[config.mk]
export PLATFORM = sky130hd
export DESIGN_NAME = pc_select_reg
export DESIGN_NICKNAME = d
export VERILOG_FILES = /design/src/rtl/pc_select_pkg.sv /design/src/rtl/pc_select_reg_prio_enc.sv /design/src/rtl/pc_select_reg.sv
export SDC_FILE = /design/constraint.sdc
export NUM_CORES = 1
export LEC_CHECK = 0
export BUFFER_PORTS_ARGS = -buffer_cell sky130_fd_sc_hd__buf_2
export CAP_MARGIN = 20
export CORE_MARGIN = 2
export CORE_UTILIZATION = 43
export CTS_CLUSTER_SIZE = 14
export DETAILED_ROUTE_END_ITERATION = 12
export PLACE_DENSITY = 0.82
export SYNTH_ARGS = -nofsm -noshare
export SYNTH_HDL_FRONTEND = slang
export SYNTH_SLANG_ARGS = --single-unit
[constraint.sdc]
create_clock -name i_clk -period 2.36 [get_ports i_clk]
set_input_delay 0.472 -clock i_clk [delete_from_list [all_inputs] [get_ports i_clk]]
set_output_delay 0.472 -clock i_clk [all_outputs]
set_load 0.01 [all_outputs]
[src/rtl/pc_select_pkg.sv]
// Shared types and constants for the PC selection register.
package pc_select_pkg;

  // Control states of the fetch PC sequencer.
  typedef enum logic [1:0] {
    ST_IDLE   = 2'd0,
    ST_RUN    = 2'd1,
    ST_STEP   = 2'd2,
    ST_HALTED = 2'd3
  } pc_state_e;

  // Value of i_mode sampled together with i_start.
  localparam logic MODE_RUN  = 1'b0;
  localparam logic MODE_STEP = 1'b1;

endpackage

[src/rtl/pc_select_reg_prio_enc.sv]
// Highest-index-wins priority encoder for the redirect request vector.
module prio_enc
  import pc_select_pkg::*;
#(
  parameter int N_SRC = 4,
  parameter int IDX_W = (N_SRC > 1) ? $clog2(N_SRC) : 1
) (
  input  logic [N_SRC-1:0] i_req,
  output logic             o_found,
  output logic [IDX_W-1:0] o_idx
);

  // Scan upward so the last (highest) set bit overwrites lower ones.
  always_comb begin
    o_found = 1'b0;
    o_idx   = {IDX_W{1'b0}};
    for (int k = 0; k < N_SRC; k++) begin
      if (i_req[k]) begin
        o_found = 1'b1;
        o_idx   = IDX_W'(k);
      end else begin
        o_found = o_found;
        o_idx   = o_idx;
      end
    end
  end

endmodule

[src/rtl/pc_select_reg.sv]
// Fetch-stage PC selection register: prioritised redirects or sequential
// increment, gated by run / single-step / halt control from the debug unit.
module pc_select_reg
  import pc_select_pkg::*;
#(
  parameter int                  PC_SIZE  = 32,
  parameter int                  N_SRC    = 4,
  parameter int                  SRC_W    = $clog2(N_SRC + 1),
  parameter logic [PC_SIZE-1:0]  RESET_PC = {PC_SIZE{1'b0}},
  parameter int unsigned         PC_STEP  = 4
) (
  input  logic                       i_clk,
  input  logic                       i_reset,
  input  logic [N_SRC-1:0]           i_req,
  input  logic [N_SRC*PC_SIZE-1:0]   i_targets,
  input  logic                       i_stall,
  input  logic                       i_start,
  input  logic                       i_mode,
  input  logic                       i_step,
  input  logic                       i_halt,
  output logic [PC_SIZE-1:0]         o_pc,
  output logic [SRC_W-1:0]           o_src,
  output logic                       o_valid,
  output logic                       o_halted
);

  localparam int IDX_W = (N_SRC > 1) ? $clog2(N_SRC) : 1;

  pc_state_e          state_q, state_d;
  logic [PC_SIZE-1:0] pc_q, pc_d;
  logic [SRC_W-1:0]   src_q, src_d;
  logic               valid_q, valid_d;
  logic               halted_q, halted_d;

  logic               found_s;
  logic [IDX_W-1:0]   idx_s;
  logic               advance_s;
  logic [PC_SIZE-1:0] cand_pc_s;
  logic [SRC_W-1:0]   cand_src_s;

  prio_enc #(
    .N_SRC (N_SRC),
    .IDX_W (IDX_W)
  ) u_prio_enc (
    .i_req   (i_req),
    .o_found (found_s),
    .o_idx   (idx_s)
  );

  // Next-PC candidate: winning redirect target, else sequential (wrapping) increment.
  always_comb begin
    cand_pc_s  = pc_q + PC_SIZE'(PC_STEP);
    cand_src_s = {SRC_W{1'b0}};
    if (found_s) begin
      cand_pc_s  = i_targets[int'(idx_s) * PC_SIZE +: PC_SIZE];
      cand_src_s = SRC_W'(idx_s) + SRC_W'(1);
    end else begin
      cand_pc_s  = pc_q + PC_SIZE'(PC_STEP);
      cand_src_s = {SRC_W{1'b0}};
    end
  end

  // Control FSM: next state and whether the PC advances this cycle.
  always_comb begin
    state_d   = state_q;
    advance_s = 1'b0;
    case (state_q)
      ST_IDLE: begin
        advance_s = 1'b0;
        if (i_start) begin
          case (i_mode)
            MODE_RUN:  state_d = ST_RUN;
            MODE_STEP: state_d = ST_STEP;
            default:   state_d = ST_IDLE;
          endcase
        end else begin
          state_d = ST_IDLE;
        end
      end
      ST_RUN: begin
        advance_s = !i_stall && !i_halt;
        if (i_halt) begin
          state_d = ST_HALTED;
        end else begin
          state_d = ST_RUN;
        end
      end
      ST_STEP: begin
        advance_s = i_step && !i_stall && !i_halt;
        if (i_halt) begin
          state_d = ST_HALTED;
        end else begin
          state_d = ST_STEP;
        end
      end
      ST_HALTED: begin
        advance_s = 1'b0;
        state_d   = ST_HALTED;
      end
      default: begin
        advance_s = 1'b0;
        state_d   = ST_IDLE;
      end
    endcase
  end

  // Output register next values: load candidate on advance, otherwise hold.
  always_comb begin
    pc_d     = pc_q;
    src_d    = src_q;
    valid_d  = 1'b0;
    halted_d = (state_d == ST_HALTED);
    if (advance_s) begin
      pc_d    = cand_pc_s;
      src_d   = cand_src_s;
      valid_d = 1'b1;
    end else begin
      pc_d    = pc_q;
      src_d   = src_q;
      valid_d = 1'b0;
    end
  end

  // State and output registers; reset drops any pending advance at once.
  always_ff @(posedge i_clk or posedge i_reset) begin
    if (i_reset) begin
      state_q  <= ST_IDLE;
      pc_q     <= RESET_PC;
      src_q    <= {SRC_W{1'b0}};
      valid_q  <= 1'b0;
      halted_q <= 1'b0;
    end else begin
      state_q  <= state_d;
      pc_q     <= pc_d;
      src_q    <= src_d;
      valid_q  <= valid_d;
      halted_q <= halted_d;
    end
  end

  assign o_pc     = pc_q;
  assign o_src    = src_q;
  assign o_valid  = valid_q;
  assign o_halted = halted_q;

endmodule

# Yosys cells after proc, flatten, opt, wreduce, memory -nomap -nowiden

Index checks and enable logic that the tools add are counted.

Input bits: 139
Output and inout port bits: 37
Logic and storage cells: 36
Register bits: 39

Multiplexer cells: 16
Add/subtract/negate cells: 2
Reductions and logical operators: 7
Shift operators: 1
Bitwise operators: 1
Eq/ne operators: 4

Operator list:

| kind                                                 | number |
|---|---|
| variable part select 128 x 8 -> 32 bit               | 1 |
| adder 32 x 3 -> 32 bit (second input constant)       | 1 |
| two-way mux 32 bit                                   | 1 |
| two-way mux 2 bit                                    | 4 |
| one-hot mux 2 bit (4 select lines)                   | 1 |
| two-way mux 1 bit                                    | 7 |
| equality test 2 bit (second input constant)          | 3 |
| one-hot mux 2 bit (2 select lines)                   | 1 |
| adder 2 x 1 -> 3 bit (second input constant)         | 1 |
| logical AND 1 bit                                    | 3 |
| two-way mux 3 bit                                    | 1 |
| one-hot mux 1 bit (3 select lines)                   | 1 |
| equality test 2 x 1 -> 1 bit (second input constant) | 1 |
| logical NOT 1 bit                                    | 2 |
| logical NOT 2 bit                                    | 1 |
| OR reduction 2 bit                                   | 1 |
| inverter 1 bit                                       | 1 |

# Logic depth before layout (Yosys ltp)

Gate-level depths: netlist of the first run.

Depth after elaboration: 5
Gate-level depth with buffers: 9
Depth with buffers taken out: 8

# Modules after synthesis

Synthesis of the first run repeated with hierarchy kept, for this count alone.

Cell total of the unflattened synthesis: 307
Area, all modules: 3110.5 µm²

Modules (own cells, without submodules):

| module        | sequential area each (µm²) | instances | cells an instance | area an instance (µm²) |
|---|---|---|---|---|
| pc_select_reg | 975.9                      | 1         | 303               | 3086.7 |
| prio_enc      | 0.0                        | 1         | 4                 | 23.8 |

# Least setup slack after synthesis of the first run

Ideal clock, no wire load.

Path kind: input to register
From: input i_req[3]
To: register src_q[1] (netlist: o_src[1])
Data required time: 2.243 ns
Library setup time: 0.117 ns
Arrival time: 1.674 ns
Setup slack: 0.569 ns
Path buffers: 2
Stages on the path: 7
Cells stage by stage: buf_2 -> inv_2 -> buf_1 -> o21ai_0 -> ha_1 -> nand3_1 -> nand2_1

Longest elaborated chain between the ends: 3
Elaborated cells between the ends (all ways): 4
Those cells by class: add/sub (1); mux (3)

RTL lines:

| element               | RTL line                     | text |
|---|---|---|
| start, declared       | pc_select_reg.sv:14          | `input logic [N_SRC-1:0] i_req,` |
| two-way mux 2 bit     | pc_select_reg_prio_enc.sv:18 | `if (i_req[k]) begin` |
| adder 2 x 1 -> 3 bit  | pc_select_reg.sv:56          | `cand_src_s = SRC_W'(idx_s) + SRC_W'(1);` |
| two-way mux 3 bit (*) | pc_select_reg.sv:54          | `if (found_s) begin` |
| end signal, assigned  | pc_select_reg.sv:129         | `src_q <= {SRC_W{1'b0}};` |
| end signal, assigned  | pc_select_reg.sv:135         | `src_q <= src_d;` |
| end, declared         | pc_select_reg.sv:31          | `logic [SRC_W-1:0] src_q, src_d;` |

Mark *: on every way between the ends. The rest lies on a longest branch, timed or not.
A chain may end at the register's enable or synchronous reset.

# Worst setup path in the final report of the first run

From: register pc_q[2] (netlist: o_pc[2])
To: register pc_q[24] (netlist: o_pc[24])

Longest elaborated chain between the ends: 2

RTL lines:

| element                | RTL line             | text |
|---|---|---|
| start, declared        | pc_select_reg.sv:30  | `logic [PC_SIZE-1:0] pc_q, pc_d;` |
| start signal, assigned | pc_select_reg.sv:134 | `pc_q <= pc_d;` |
| adder 32 x 3 -> 32 bit | pc_select_reg.sv:58  | `cand_pc_s = pc_q + PC_SIZE'(PC_STEP);` |
| two-way mux 32 bit     | pc_select_reg.sv:54  |  |

No other way between the ends.

==> metrics.yaml, run 1 <==
clocking:
  cts-resized-gates: 0
  cts_sinks: 39
  cts_made_buffers: 5
  cts-root-buf: "clkbuf_8"
  cts.clk_slew.worst_paths_ps: 90
  post_cts_buffers: 0
  cts_tree: "yes"
  htree_levels: 2
  clock_path_buffers: 2
  clk_latency_ps: 300
  holdBufCountCts: 0
timing:
  rsz0062_at_grt: "no"
  finalSetupTns_ps: 0
  max_freq_ghz: 0.487
  tightestPinTransition_ps: 517
  report.final.hold_viol_count: 0
  max_slew_margin_pct: 65.5
  fin_skew_ps: 9.15
  fin_crit_sh_pct: 87.0
  slew_violations: 0
  setup_violations: 0
  period_needed_ps: 2050
logic_synthesis:
  ys_seq_area_share_pct: 30.5
  syn_area_per_cell_um2: 7.97
  yosys_register_bits: 39
  synth_area_mm2: 0.00320
  synthesis.nets: 546
  yosys_warnings: 0
  synthCells: 401
  synthArstFlopShare_pct: 100
  ys.flop_type: "dfrtp_1"
  synth_edf_count: 0
  synth_cell_types: 55
critical_path:
  critPathLaunch: "o_pc[2]"
  required_ps: 2550
  end_kind: "flip-flop"
  reg2reg_depth: 6
  criticalPathCategory: "reg -> reg"
  r2r_slack_ps: 310
  worstSetupEndpoint: "o_pc[24]"
  startpoint_type: "flip-flop"
  arrival_ps: 2240
  worstReg2RegEnd: "o_pc[24]"
  crit_fanout: 9
  r2r-start: "o_pc[2]"
floorplan:
  die_x_um: 90.2
  core_area_mm2: 0.00721
  dieArea_mm2: 0.00814
  initial_utilization_pct: 44.3
  rows: 31
  io-pin-count: 176
  dieHeight_um: 90.2
drt:
  vias: 4062
  first_iter_violations: 358
  ant_nets: 0
  first_pass_iters: 7
  drcViolationCount: 0
  wl_um: 12100
  wl_per_cell_um: 18.0
  via_per_inst: 6.04
flow_run:
  maxCapViolations: 0
placement:
  place.gp.congestion: 0.894
  io_buffers: 175
  hpwl_um: 9480
finish:
  drive_gt1_share_pct: 38.2
  final_util_pct: 60.0
  area_growth_pct: 35.6
  antennaDiodeCount: 0
  layout_common_cells: "175 x buf_2, 48 x nand2_1, 46 x o21ai_0, 39 x dfrtp_1, 31 x a21oi_1"
  final_nets: 717
  n_fill_cell: 692
  layout_commonest_cell: "buf_2"
power_and_ir_drop:
  ir_worst_vdd_mv: 0.312
  p_leak_nw: 2.09
  p_per_area_mw_per_mm2: 815
global_routing:
  first_global_vias: 3876
  grt-busiest-layer: "met2"
  grt_max_degree: 40
  grt_use_met2_pct: 48.4
  use_met3_pct: 4.53
  grt_pass1_wl_um: 19200
  track_usage_pct: 29.2
  overflow: 0
  grt_antenna_before_repair: 0
  grt_use_met1_pct: 38.8
min_path:
  min_path_type: "in -> async"
status:
  status: "completed"
-- per-stage QoR --
step	setup slack [ps]	area [µm²]	power [mW]	cells	hold slack [ps]
6_report	307	4330	3.53	672	288
5_1_grt	100	4330	3.77	672	343
2_1_floorplan	569	3200	2.19	401	507
4_1_cts	291	4330	3.50	672	314
3_5_place_dp	315	4210	2.92	664	458
3_3_place_gp	397	4210	2.84	664	452
-- registers in the layout, summed over array words and instances, names as in the netlist --
name and cells:
o_halted 1, o_pc 32, o_src 3, o_valid 1
state_q 2
-- per-layer routing --
metal	vias up	share of wire (%)
met3	27	8.6
met1	1908	40
li1	1865	-
met5	-	0
met4	0	2.3
met2	262	49
-- critical path, stage by stage (launching register included) --
cell and delay, ps:
dfrtp_1 450, ha_1 220, and3_1 330, nand3_1 340
o21ai_0 260, nor2_1 50, a311oi_1 290
-- final cells by class --
class	count	area [µm²]	area share, %
multi-input cells	321	2040	47.1
repair buffers	194	1030	23.8
inverters	11	41.3	0.953
clock buffers	6	82.6	1.91
flip-flops and latches	39	976	22.5
well taps	99	124	2.86
clock inverters	2	35.0	0.809
-- how the worst min path moves through the flow --
stage,start,end,slack (ps)
2_1_floorplan,o_src[1],o_src[1],510
3_3_place_gp,o_src[2],o_src[2],450
3_5_place_dp,o_src[2],o_src[2],460
4_1_cts,i_reset,o_halted,310
5_1_grt,i_reset,o_halted,340
6_report,i_reset,o_halted,290
-- kinds of logic (layout without fill, tap and decap cells) --
family | count (synthesis) | after routing | share of synthesized area [%]
flip-flops | 39 | 39 | 30.5
AND/OR/NAND/NOR | 134 | 134 | 21.9
AO/OA/AOI/OAI | 154 | 154 | 30.7
buffers and inverters | 41 | 213 | 5.83
adder cells (fa/ha/maj) | 6 | 6 | 2.35
multiplexers | 27 | 27 | 8.65
-- cell usage after synthesis (2+ instances only) --
master,count,area share (%)
nand4_1,6,1.2
o221ai_1,2,0.55
o2bb2ai_1,2,0.55
a21oi_1,31,4.9
and4_2,2,0.63
o211ai_1,9,2.1
a31oi_1,6,1.2
dfrtp_1,39,31
a221oi_1,11,3.0
and3_1,3,0.59
buf_1,3,0.35
o21a_1,2,0.47
a22oi_1,5,1.2
mux2i_1,22,6.9
nand2b_1,4,0.78
and3_2,2,0.47
nor2_1,27,3.2
nor3_1,11,1.7
buf_2,9,1.4
o31ai_1,4,0.94
ha_1,6,2.3
a211oi_1,11,2.6
o21ai_0,46,7.2
inv_1,9,1.1
nand2_1,48,5.6
o22ai_1,10,2.0
nand3_1,13,2.0
mux2_2,5,1.8
o311ai_0,2,0.55
a311oi_1,4,1.1
nor2b_1,2,0.39
nand4_4,2,1.3
and4_1,4,1.1
o22a_1,4,1.1
clkbuf_1,15,1.8
-- power breakdown --
group,internal (mW),switching (mW)
logic,0.672,0.825
clock network,0.342,0.261
registers,0.971,0.458
No activity file was read; power rests on OpenSTA's default activity.
==> run 2, diff against run 1 <==
--- a/config.mk
+++ b/config.mk
@@ -5,13 +5,14 @@
 export SDC_FILE = /design/constraint.sdc
 export NUM_CORES = 1
 export LEC_CHECK = 0
+export ABC_AREA = 1
 export BUFFER_PORTS_ARGS = -buffer_cell sky130_fd_sc_hd__buf_2
 export CAP_MARGIN = 20
 export CORE_MARGIN = 2
 export CORE_UTILIZATION = 43
 export CTS_CLUSTER_SIZE = 14
 export DETAILED_ROUTE_END_ITERATION = 12
-export PLACE_DENSITY = 0.82
+export PLACE_DENSITY = 0.79
 export SYNTH_ARGS = -nofsm -noshare
 export SYNTH_HDL_FRONTEND = slang
 export SYNTH_SLANG_ARGS = --single-unit
==> run 2 against run 1 <==
  * Final cell count up 33%
  * Global-route usage is 2.5 points lower
  * Die area grew 17%
  * Cell area grew 11%
  * Critical path depth grew 3
==> metrics.yaml, run 2 <==
critical_path:
  r2r-start: "state_q[0]"
  crit_fanout: 29
  worstSetupEndpoint: "o_pc[26]"
  end_kind: "flip-flop"
  required_ps: 2560
  reg2reg_depth: 9
  critPathLaunch: "state_q[0]"
  arrival_ps: 2350
  worstReg2RegEnd: "o_pc[26]"
  criticalPathCategory: "reg -> reg"
  r2r_slack_ps: 200
  startpoint_type: "flip-flop"
finish:
  layout_commonest_cell: "buf_2"
  area_growth_pct: 28.1
  final_util_pct: 55.9
  antennaDiodeCount: 0
  drive_gt1_share_pct: 29.1
  largest_reg_flops: 32
  final_nets: 930
  layout_common_cells: "175 x buf_2, 150 x nor2_1, 125 x nand2_1, 59 x inv_1, 52 x o21ai_0"
flow_run:
  maxCapViolations: 0
logic_synthesis:
  synth_edf_count: 0
  synthesis.nets: 764
  ys_seq_area_share_pct: 26.0
  synth_top_cell_by_area: "dfrtp_1"
  synthArstFlopShare_pct: 100
  synth_area_mm2: 0.00375
  synth_top_area_share_pct: 26.0
  yosys_warnings: 0
  synth_common_cells: "150 x nor2_1, 125 x nand2_1, 59 x inv_1, 52 x o21ai_0, 39 x dfrtp_1"
  synthCells: 619
  synthTopCellsByArea: "dfrtp_1 26%, nor2_1 15%, nand2_1 13%"
  yosys_register_bits: 39
  ys.flop_type: "dfrtp_1"
  synth_cell_types: 36
  syn_area_per_cell_um2: 6.06
  yosysMostFrequentCell: "nor2_1"
timing:
  tightestPinTransition_ps: 510
  slew_violations: 0
  period_needed_ps: 2160
  fin_crit_sh_pct: 91.4
  report.final.hold_viol_count: 0
  max_freq_ghz: 0.464
  max_slew_margin_pct: 66.0
  finalSetupTns_ps: 0
  fin_skew_ps: 10.5
  setup_violations: 0
  rsz0062_at_grt: "no"
power_and_ir_drop:
  p_per_area_mw_per_mm2: 330
  pwr-share-comb_pct: 20.1
  p_leak_nw: 2.63
  p_switching_uw: 452
  pwr-share-clk_pct: 37.8
  ir_worst_vdd_mv: 0.341
  pwr-share-seq_pct: 42.1
  p_int_mw: 1.13
  switching_share_pct: 28.5
clocking:
  clk_latency_ps: 310
  cts_tree: "yes"
  clock_path_buffers: 2
  holdBufCountCts: 0
  htree_levels: 2
  cts.clk_slew.worst_paths_ps: 100
  cts-root-buf: "clkbuf_8"
  cts-resized-gates: 0
  cts_made_buffers: 5
  post_cts_buffers: 0
  cts_sinks: 39
drt:
  wl_per_cell_um: 14.5
  first_iter_violations: 305
  drcViolationCount: 0
  first_pass_iters: 5
  via_per_inst: 5.28
  vias: 4721
  wl_um: 12900
  ant_nets: 0
floorplan:
  core_area_mm2: 0.00859
  io-pin-count: 176
  dieArea_mm2: 0.00948
  initial_utilization_pct: 43.6
  dieHeight_um: 97.4
  die_x_um: 97.4
  rows: 34
placement:
  hpwl_um: 10200
  place.gp.congestion: 0.916
  io_buffers: 175
global_routing:
  first_global_vias: 4426
  grt_pass1_wl_um: 20900
  overflow: 0
  grt_antenna_before_repair: 0
  track_usage_pct: 26.7
  grt_max_degree: 45
min_path:
  min_path_type: "in -> async"
status:
  status: "completed"
## run 2: cell count changes after synthesis, moves of 7 or more
cell	previous run	this run
inv_1	9	59
buf_2	9	17
o21ai_1	0	18
a221oi_1	11	0
clkbuf_1	15	4
nand3_1	13	37
o211ai_1	9	23
nor3_1	11	4
mux2i_1	22	0
nor2_1	27	150
nand2_1	48	125
a211oi_1	11	1
## run 2: stage by stage
stage	cell area (µm²)	std cells	power [mW]	hold WS (ps)	setup WS, ps
after global placement	4690	886	0.994	492	296
final	4800	894	1.59	281	204
after CTS	4800	894	1.59	307	227
after detailed placement	4690	886	0.998	487	270
after floorplan	3750	619	0.850	525	784
after global routing	4800	894	1.65	342	53.2
## run 2: metal layers
layer  GRT usage [%]  wire length [µm]  vias up
li1                -                 -     2330
met1            35.1              5400     2094
met2            44.4              6130      259
met3            3.74              1010       38
met4            10.4               386        0
met5               0                 0        -
## run 2: worst max-delay path, cell delays in order, from the launching register on
cell and delay, ps:
dfrtp_1 400, inv_1 80, ha_1 290, nand4_2 190, buf_4 250, inv_1 100
buf_4 330, nand3_1 200, nand2_1 120, a21oi_1 70
## run 2: cell type report
cell class | count | area [µm²]
Clock inverter | 3 | 47.5
Clock buffer | 5 | 68.8
Tap cell | 108 | 135
Multi-Input combinational cell | 486 | 2350
Inverter | 64 | 243
Timing Repair Buffer | 189 | 981
Sequential cell | 39 | 976
Fill cell | 895 | 3790
## run 2: worst min path at each step
stage | slack [ps] | cells past startpoint | start | to
floorplan | 520 | 2 | o_src[0] | o_src[0]
global placement | 490 | 2 | o_pc[1] | o_pc[1]
detailed placement | 490 | 1 | o_src[2] | o_src[2]
CTS | 310 | 3 | i_reset | o_valid
global route | 340 | 3 | i_reset | state_q[0]
finish | 280 | 3 | i_reset | o_valid
## run 2: kinds of logic after synthesis
logic type | after synthesis | share of synthesized area [%]
AOI/OAI and AO/OA | 131 | 20.0
xor gates and xnor gates | 6 | 1.40
and+or+nand+nor | 343 | 39.3
adders and majority gates | 6 | 2.00
DFF | 39 | 26.0
buffers and inverters | 94 | 11.2
## run 2: power groups by stage
stage	Combinational (mW)	Clock, mW	Sequential [mW]
floorplan	0.169	0	0.681
global placement	0.313	0	0.681
detailed placement	0.317	0	0.681
CTS	0.318	0.604	0.668
global route	0.357	0.629	0.668
finish	0.319	0.599	0.668
==> run 3, diff against run 2 <==
--- a/config.mk
+++ b/config.mk
@@ -12,7 +12,8 @@
 export CORE_UTILIZATION = 43
 export CTS_CLUSTER_SIZE = 14
 export DETAILED_ROUTE_END_ITERATION = 12
-export PLACE_DENSITY = 0.79
+export GPL_TIMING_DRIVEN = 0
+export PLACE_DENSITY = 0.74
 export SYNTH_ARGS = -nofsm -noshare
 export SYNTH_HDL_FRONTEND = slang
 export SYNTH_SLANG_ARGS = --single-unit
==> run 3 against run 2 <==
  * Worst hold slack gained 55 ps
  * Highest routed layer unchanged
  * Power down 0.63%
  * Combinational power increased by 6.6%
  * Non-clock buffer count rose by 15
  * Utilization rose by 0.68 points
  * Register-to-register slack improved by 200 ps
  * Die area unchanged
  * Clock-buffer cell count is the same
  * Clock power is 5.0% lower
  * Wire length is 5.1% higher
  * Critical endpoint is now o_pc[20]
  * Sequential share of layout area is 0.25 points lower
==> metrics.yaml, run 3 (synthesized netlist as in run 2, its figures left out) <==
critical_path:
  crit_fanout: 10
  cpPeakStageDelay_ps: 390
  cp_slowest_cell: "dfrtp_1"
  startpoint_type: "flip-flop"
  crit_path_cell_trace: "inv_1 -> ha_1 -> nand4_2 -> nor2_1 -> buf_4 -> nand3_1 -> o21ai_1 -> inv_1 -> nand2_1 -> inv_1"
  critPathMostFrequentCell: "inv_1"
  arrival_ps: 2160
  criticalPathCategory: "reg -> reg"
  crit_buf_inv: 4
  critical-path-top-delay-family: "simple AND/OR/NAND/NOR gates"
  end_kind: "flip-flop"
  required_ps: 2560
timing:
  setup_violations: 0
  rsz0062_at_grt: "no"
  report.final.hold_viol_count: 0
  max_freq_ghz: 0.512
  period_needed_ps: 1950
  tightestPinTransition_ps: 860
  slew_violations: 0
  fin_skew_ps: 18.8
  finalSetupTns_ps: 0
  fin_crit_sh_pct: 82.7
  max_slew_margin_pct: 42.6
  whs_ps: 336
clocking:
  holdBufCountCts: 0
  clock_path_buffers: 2
  cts-resized-gates: 0
  post_cts_buffers: 0
  cts_made_buffers: 5
  clk_latency_ps: 310
  htree_levels: 2
  cts_sinks: 39
  cts.clk_slew.worst_paths_ps: 90
  cts_tree: "yes"
  cts-root-buf: "clkbuf_8"
floorplan:
  dieHeight_um: 97.4
  io-pin-count: 176
  die_x_um: 97.4
  rows: 34
  core_area_mm2: 0.00859
  initial_utilization_pct: 43.6
  dieArea_mm2: 0.00948
global_routing:
  overflow: 0
  grt_pass1_wl_um: 21900
  grt_max_degree: 40
  first_global_vias: 4651
  grt_antenna_before_repair: 0
  track_usage_pct: 28.5
power_and_ir_drop:
  ir_worst_vdd_mv: 0.193
  switching_share_pct: 28.3
  pwr-share-seq_pct: 42.4
  p_switching_uw: 446
  p_leak_nw: 2.68
  pwr-share-comb_pct: 21.5
  p_int_mw: 1.13
  total_power_mw: 1.58
  p_per_area_mw_per_mm2: 324
  pwr-share-clk_pct: 36.1
min_path:
  min_path_type: "in -> async"
drt:
  wl_met3_um: 1170
  wl_met1_um: 5600
  drcViolationCount: 0
  wl_um: 13600
  wl_per_cell_um: 15.0
  first_pass_iters: 5
  ant_nets: 0
  via_per_inst: 5.22
  dr_wl_met2_um: 6610
  vias: 4741
  first_iter_violations: 361
  top_layer: "met4"
finish:
  fin_cells: 908
  drive_gt1_share_pct: 30.0
  largest_reg_flops: 32
  area_growth_pct: 29.7
  final_nets: 945
  antennaDiodeCount: 0
  layout_common_cells: "191 x buf_2, 150 x nor2_1, 125 x nand2_1, 58 x inv_1, 52 x o21ai_0"
  layout_commonest_cell: "buf_2"
placement:
  io_buffers: 174
  hpwl_um: 10800
  place.gp.congestion: 0.939
  placed_cells: 901
status:
  status: "completed"
flow_run:
  maxCapViolations: 0
run 3: cell types whose count changed in the layout (fill, tap and decap cells not counted):
cell and delta:
clkinvlp_4 +1, buf_6 +3, clkinv_4 -1, inv_2 +1, buf_2 +16, inv_6 -1
clkbuf_1 +4, inv_1 -1, buf_4 -8
run 3: layer usage:
metal / GRT usage [%] / up-vias
met5: 0 / -
met4: 8.87 / 0
met3: 5.04 / 18
met2: 49.7 / 232
met1: 35.9 / 2134
li1: - / 2357
run 3: cell type report:
type	instances	area, µm²
flip-flops and latches	39	976
clock buffers	5	68.8
inverters	64	243
plain buffers	30	179
well taps	108	135
clock inverters	2	37.5
multi-input cells	486	2350
repair buffers	174	871
fillers	880	3730
run 3: power groups by stage:
| stage | sequential [mW] | clock, mW | combinational (mW) |
|---|---|---|---|
| floorplan | 0.681 | 0 | 0.169 |
| global placement | 0.681 | 0 | 0.330 |
| detailed placement | 0.681 | 0 | 0.336 |
| CTS | 0.668 | 0.564 | 0.336 |
| global route | 0.668 | 0.596 | 0.378 |
| finish | 0.668 | 0.569 | 0.340 |
run 3: worst paths after layout:
path / endpoint / slack (ps) / depth (start not counted) / start
setup reg to reg: o_pc[20] / 410 / 10 / state_q[0]
max in group asynchronous: o_pc[31] / 1470 / 2 / i_reset
min in group i_clk: state_q[0] / 410 / 2 / i_mode
hold reg to reg: o_src[0] / 500 / 2 / o_src[0]
setup / recovery: o_pc[20] / 410 / 10 / state_q[0]
hold / removal: o_pc[6] / 340 / 2 / i_reset
run 3: metrics by stage:
| stage | setup WS [ps] | util, % | cell area [µm²] |
|---|---|---|---|
| 4_1_cts | 411 | 56.6 | 4860 |
| 5_1_grt | 178 | 56.6 | 4860 |
| 3_3_place_gp | 424 | 55.3 | 4750 |
| 6_report | 408 | 56.6 | 4860 |
| 3_5_place_dp | 430 | 55.3 | 4750 |
| 2_1_floorplan | 784 | - | 3750 |
run 3: worst reg2reg max path, cell delays in order (launching register included):
cell     delay (ps)
dfrtp_1         390
inv_1            80
ha_1            290
nand4_2         250
nor2_1          220
buf_4           220
nand3_1         160
o21ai_1         110
inv_1            50
nand2_1          50
inv_1            40
